**src/rtl/phase_err_sampler.sv**
```systemverilog
// Phase-error sampler: measures the ref/fb edge offset in clk cycles
// and publishes a saturated signed error pair for the NN front end.
module phase_err_sampler #(
  parameter int MAXCNT = 255,
  parameter int SYNC   = 2
) (
  input  logic              clk,
  input  logic              rst,
  input  logic              ref_in,
  input  logic              fb_in,
  output logic signed [8:0] in1,
  output logic signed [8:0] in2,
  output logic              err_valid,
  output logic              err_ovf
);

  typedef enum logic [1:0] {
    IDLE,
    REF_LEAD,
    FB_LEAD,
    PUBLISH
  } state_t;

  localparam logic [7:0] MAX = 8'(MAXCNT);

  state_t          state;
  logic [SYNC-1:0] ref_sync;
  logic [SYNC-1:0] fb_sync;
  logic            ref_d;
  logic            fb_d;
  logic            ref_e;
  logic            fb_e;
  logic [7:0]      count;
  logic [7:0]      elapsed;
  logic signed [8:0] pos;
  logic signed [8:0] sat;
  logic            pub;
  logic            pub_ovf;
  logic signed [8:0] pub_val;

  always_ff @(posedge clk or posedge rst) begin
    if (rst) begin
      ref_sync <= '0;
      fb_sync  <= '0;
      ref_d    <= 1'b0;
      fb_d     <= 1'b0;
      ref_e    <= 1'b0;
      fb_e     <= 1'b0;
    end else begin
      ref_sync <= {ref_sync[SYNC-2:0], ref_in};
      fb_sync  <= {fb_sync[SYNC-2:0], fb_in};
      ref_d    <= ref_sync[SYNC-1];
      fb_d     <= fb_sync[SYNC-1];
      ref_e    <= ref_sync[SYNC-1] & ~ref_d;
      fb_e     <= fb_sync[SYNC-1] & ~fb_d;
    end
  end

  // elapsed includes the current cycle; count never exceeds MAX-1
  assign elapsed = count + 8'd1;
  assign pos     = $signed({1'b0, elapsed});
  assign sat     = $signed({1'b0, MAX});

  always_comb begin
    pub     = 1'b0;
    pub_ovf = 1'b0;
    pub_val = '0;
    unique case (state)
      IDLE: pub = ref_e & fb_e;
      REF_LEAD: begin
        if (fb_e) begin
          pub     = 1'b1;
          pub_val = pos;
        end else if (ref_e || elapsed == MAX) begin
          pub     = 1'b1;
          pub_ovf = 1'b1;
          pub_val = sat;
        end
      end
      FB_LEAD: begin
        if (ref_e) begin
          pub     = 1'b1;
          pub_val = -pos;
        end else if (fb_e || elapsed == MAX) begin
          pub     = 1'b1;
          pub_ovf = 1'b1;
          pub_val = -sat;
        end
      end
      default: pub = 1'b0;
    endcase
  end

  always_ff @(posedge clk or posedge rst) begin
    if (rst) begin
      state     <= IDLE;
      count     <= '0;
      in1       <= '0;
      in2       <= '0;
      err_valid <= 1'b0;
      err_ovf   <= 1'b0;
    end else begin
      err_valid <= 1'b0;
      err_ovf   <= 1'b0;
      if (pub) begin
        in2       <= in1;
        in1       <= pub_val;
        err_valid <= 1'b1;
        err_ovf   <= pub_ovf;
        count     <= '0;
        state     <= PUBLISH;
      end else begin
        unique case (state)
          IDLE: begin
            count <= '0;
            if (ref_e)
              state <= REF_LEAD;
            else if (fb_e)
              state <= FB_LEAD;
          end
          REF_LEAD, FB_LEAD: count <= count + 8'd1;
          default: state <= IDLE;
        endcase
      end
    end
  end

endmodule

```
**config.mk**
```make
export PLATFORM = sky130hd
export DESIGN_NAME = phase_err_sampler
export DESIGN_NICKNAME = d
export VERILOG_FILES = /design/src/rtl/phase_err_sampler.sv
export SDC_FILE = /design/constraint.sdc
export NUM_CORES = 1
export LEC_CHECK = 0
export CORE_ASPECT_RATIO = 1.1
export CORE_MARGIN = 1.5
export CORE_UTILIZATION = 40
export DETAILED_ROUTE_END_ITERATION = 8
export GPL_ROUTABILITY_DRIVEN = 0
export SLEW_MARGIN = 20
export SYNTH_ARGS = -nofsm -noshare
export SYNTH_HDL_FRONTEND = slang
export SYNTH_SLANG_ARGS = --single-unit
```
**constraint.sdc**
```tcl
create_clock -name clk -period 4.8 [get_ports clk]
set_input_delay 0.72 -clock clk [delete_from_list [all_inputs] [get_ports clk]]
set_output_delay 0.72 -clock clk [all_outputs]
set_load 0.02 [all_outputs]
```
Word level (Yosys, flattened, before mapping)
Cells that the tools add are included.

$add $sub $neg: 2. Equality and inequality tests: 5. Mux-type cells: 21. Bitwise operators: 5. Reductions and logical operators: 6.

Operator list (number): 8-bit two-way mux (3); 9-bit two-way mux (2); 9-bit case mux with 2 select lines (1); 8-bit case mux with 2 select lines (1); 8-bit negation with 9-bit output (1); 8-bit by 1-bit adder with 8-bit output (second input constant) (1); 8-bit equality test (second input constant) (1); 1-bit two-way mux (8); 2-bit two-way mux (3); 4-bit != test (second input constant) (1); 2-bit case mux with 2 select lines (1); 1-bit bitwise AND (3); 1-bit case mux with 3 select lines (1); 3-bit nonzero test (1); 2-bit by 1-bit equality test with 1-bit output (second input constant) (1); 2-bit equality test (second input constant) (1); 2-bit zero test (1); 1-bit logical OR (2); 2-bit != test (second input constant) (1); 1-bit inverter (2); 1-bit case mux with 2 select lines (1); 2-bit AND reduction (1); 2-bit OR reduction (1).

Flip-flop bits (word level): 38. Input bits: 4. Output and inout port bits: 20. Word-level logic and storage cells: 51.

Logic depth before layout (Yosys ltp)
Depth after elaboration: 8. Mapped depth: 10. Mapped depth without buffers: 9.

Least setup slack after synthesis
OpenSTA, ideal clock, no wires.

Path kind: flip-flop to flip-flop. Start point: register count[0]. End point: register in2[0]. Setup time: 125 ps. Data arrival time: 2039 ps. Required time: 4675 ps. Slack: 2636 ps. Stages on the path, launching flop included: 11. Buffers on the path: 2. Period minus slack after synthesis: 2164 ps. Path through: dfrtp_1 -> buf_4 -> inv_1 -> ha_1 -> nand2_1 -> nor4_1 -> o22ai_2 -> o21ai_4 -> nand2_4 -> buf_6 -> mux2_4.

Word-level cells in the longest chain between the ends: 6.

Ends and longest elaborated chain: start, declared (line 33) `logic [7:0] count;`; start signal, assigned (line 121) `REF_LEAD, FB_LEAD: count <= count + 8'd1;`; 8-bit by 1-bit adder with 8-bit output * (line 60) `assign elapsed = count + 8'd1;`; 8-bit equality test * (line 74, 84); 1-bit logical OR (on tied branches) (line 84, 74); 1-bit two-way mux (on tied branches) (line 84, 74); 1-bit two-way mux (on tied branches) (line 81, 71); 1-bit case mux with 3 select lines * (line 68) `unique case (state)`; end signal, assigned (line 106) `in2 <= in1;`; end, declared (line 12) `output logic signed [8:0] in2,`.

Every way passes the cells marked *; elsewhere a longest branch is shown, timed or not. A chain may end at the register's enable or synchronous reset.

Worst setup path in the final report
Start point: register count[0]. End point: register count[7].

Word-level cells in the longest chain between the ends: 7.

Ends and longest elaborated chain (line): 8-bit by 1-bit adder with 8-bit output * (60, 121); 8-bit equality test (74, 84); 1-bit logical OR (on tied branches) (84, 74); 1-bit two-way mux (on tied branches) (84, 74); 1-bit two-way mux (on tied branches) (81, 71); 1-bit case mux with 3 select lines (68); 3-bit nonzero test (no line) or 8-bit two-way mux (tied branches).

Marked as above.

==> metrics <==
status finished clean; uppermost layer routed met4; max_slew headroom 59.5%; element type at the critical path end register; routed length per instance 15.8 um; number of buffers created by CTS 5; row count 28; CP required 4.99 ns; area growth from synthesis to final layout 15.0%; Syn. warnings 0; CTS tree built; post-synthesis cell area 2300 um^2; Tot Pwr 1.47 mW; Worst setup SP type register; commonest non-fill, non-tap cell in the layout dfrtp_1; Worst Path Arrival 3.09 ns; antenna-violating nets left 0; crit-path cells ha_1, a21oi_1, o211a_1, a221o_1, a21boi_2, o21ai_1, o31ai_1; Core Util, Final 48.4%; Max stage delay on crit path 0.62 ns; die width 75.3 um; RSZ-0062 raised after global routing no; core footprint 5470 um^2; Worst Path Max Fanout 15; ANT cells 0; skew final 0.00664 ns; Clock Sink Count 38; first-pass GRT wire length 8260 um; period utilization 60.4%; Power per Cell Area 555 nW/um^2; post-DP HPWL 3690 um; Max Fclk 345 MHz; register area share after synthesis 41.4%; Worst Tran Pin Value 0.608 ns; DR iter-0 viols 112; cts repair resizes 0; hold buffer count at cts 0; Post-Syn Nets 243; Worst Path Class, Setup register to register; # setup viols final 0; Root Driver clkbuf_8; number of synthesized flops with an enable pin 0; Cells after Synth 232; number of global-route vias before repair 1602; Max Slew Vio Count 0; number of vias per cell 5.68; worst hold path startpoint fb_sync[0]; ys flop type dfrtp_1; Fin. Hold Viols 0; M1 WL 2340 um; filler instances 540; PnR worst setup slack 1.90 ns; clk_lat worst skew 0.29 ns; num ports 24; drt pass-1 iters 5; setup bufs post-CTS 0; max-cap violations 0; synthesized area per cell 9.91 um^2; clock slew at reported path FFs 0.07 ns; Die ar. 6210 um^2; GR Overflow Total 0; Place WS 1.93 ns; Port Buf Inserts 23; antenna violations before repair 0; Buf/Inv on CP 0; CP max stage cell dfrtp_1; share of cells above drive strength 1 13.5%; dpl cell area 2530 um^2; largest net degree at the start of global routing 39; chip height 82.5 um; GR Util All Layers 17.8%; #FFs+latches synth 38; DRC 0; nets 256; crit-path leading delay family compound AO/OA/AOI/OAI gates; routed wl met2 2410 um; Via Count 1816; Static Leak 1.10 nW; min Tclk post-route 2.90 ns; Finished Cell Area 2640 um^2; initial core utilization 42.1%; async set or reset register ratio after synthesis 100%; Unique masters post-synth 60; Clock Path Buffers 2; routed wl met3 212 um; crit path from count[0]; TNS Setup 0 ns; final WL 5050 um; depth of the CTS H-tree 2; most frequent cells in the layout dfrtp_1 (38), nand2_1 (23), clkdlybuf4s50_1 (23), a21oi_1 (12), o21ai_0 (12); type of the tightest min-delay check register to register; worst r2r src count[0]; maximum vdd drop 0.000214 V
where the power goes:
part           switching [mW]  leakage, nW  internal (mW)
sequential             0.0827        0.498          0.406
combinational           0.418        0.544          0.290
clock                   0.105       0.0573          0.166
total                   0.605         1.10          0.862
layout make-up:
| class | instances | area (um^2) | share of cell area (%) |
|---|---|---|---|
| Clock buffer | 6 | 82.6 | 3.12 |
| Clock inverter | 1 | 30.0 | 1.14 |
| Inverter | 11 | 41.3 | 1.56 |
| Multi-Input combinational cell | 165 | 1210 | 45.7 |
| Sequential cell | 38 | 951 | 36.0 |
| Tap cell | 75 | 93.8 | 3.55 |
| Timing Repair Buffer | 24 | 238 | 8.99 |
final timing paths:
check                        endpoint  slack (ns)  depth (start not counted)
max                          count[7]        1.90                          7
max in group asynchronous      in2[0]        3.64                          3
min                        fb_sync[1]        0.35                          0
min reg2reg                fb_sync[1]        0.35                          0
min in group asynchronous      in2[1]        0.83                          3
max reg2reg                  count[7]        1.90                          7
worst register-to-register path: cells and delay by family, from the launching register on:
family                   cells  cell delay, ns
AO/OA/AOI/OAI                6            1.69
adder cells (fa/ha/maj)      1            0.48
flip-flops                   1            0.62
cells in the mapped netlist, drive strengths merged, types with 5 or more instances:
master / instances / area (um^2)
mux2: 10 / 120
nand2: 24 / 97.6
buf: 11 / 72.6
dfrtp: 38 / 951
inv: 11 / 41.3
o22ai: 5 / 37.5
xnor2: 7 / 61.3
o211ai: 6 / 45.0
nor4: 6 / 52.6
nand3: 8 / 45.0
clkbuf: 7 / 26.3
a21oi: 12 / 60.1
nor2: 9 / 33.8
a22o: 6 / 52.6
o21ai: 15 / 86.3
ha: 7 / 87.6
sequential cells by signal, summed over array words and instances, names as in the netlist:
signal and count:
in1 9, in2 9, count 8, fb_sync 2, ref_sync 2, state 2, err_ovf 1, err_valid 1
fb_d 1, fb_e 1, ref_d 1, ref_e 1
logic make-up (layout without fill, tap and decap cells):
logic type               Yosys count  count (layout)  synth area share, %
flip-flops                        38              38                 41.4
buffers and inverters             29              42                 6.10
AO/OA/AOI/OAI                     70              70                 23.0
AND/OR/NAND/NOR                   69              69                 17.0
XOR/XNOR                           9               9                 3.43
adder cells (fa/ha/maj)            7               7                 3.81
multiplexers                      10              10                 5.23
layer usage:
layer | up-vias | global-route usage [%]
li1 | 873 | -
met1 | 881 | 24.1
met2 | 51 | 28.6
met3 | 11 | 2.91
met4 | 0 | 6.43
met5 | - | 0
metrics by stage:
stage	hold slack (ns)	instances
floorplan	0.331	232
global placement	0.336	313
detailed placement	0.342	313
CTS	0.359	320
global route	0.362	320
finish	0.354	320
Note: power is estimated with default switching activity, not from simulation.
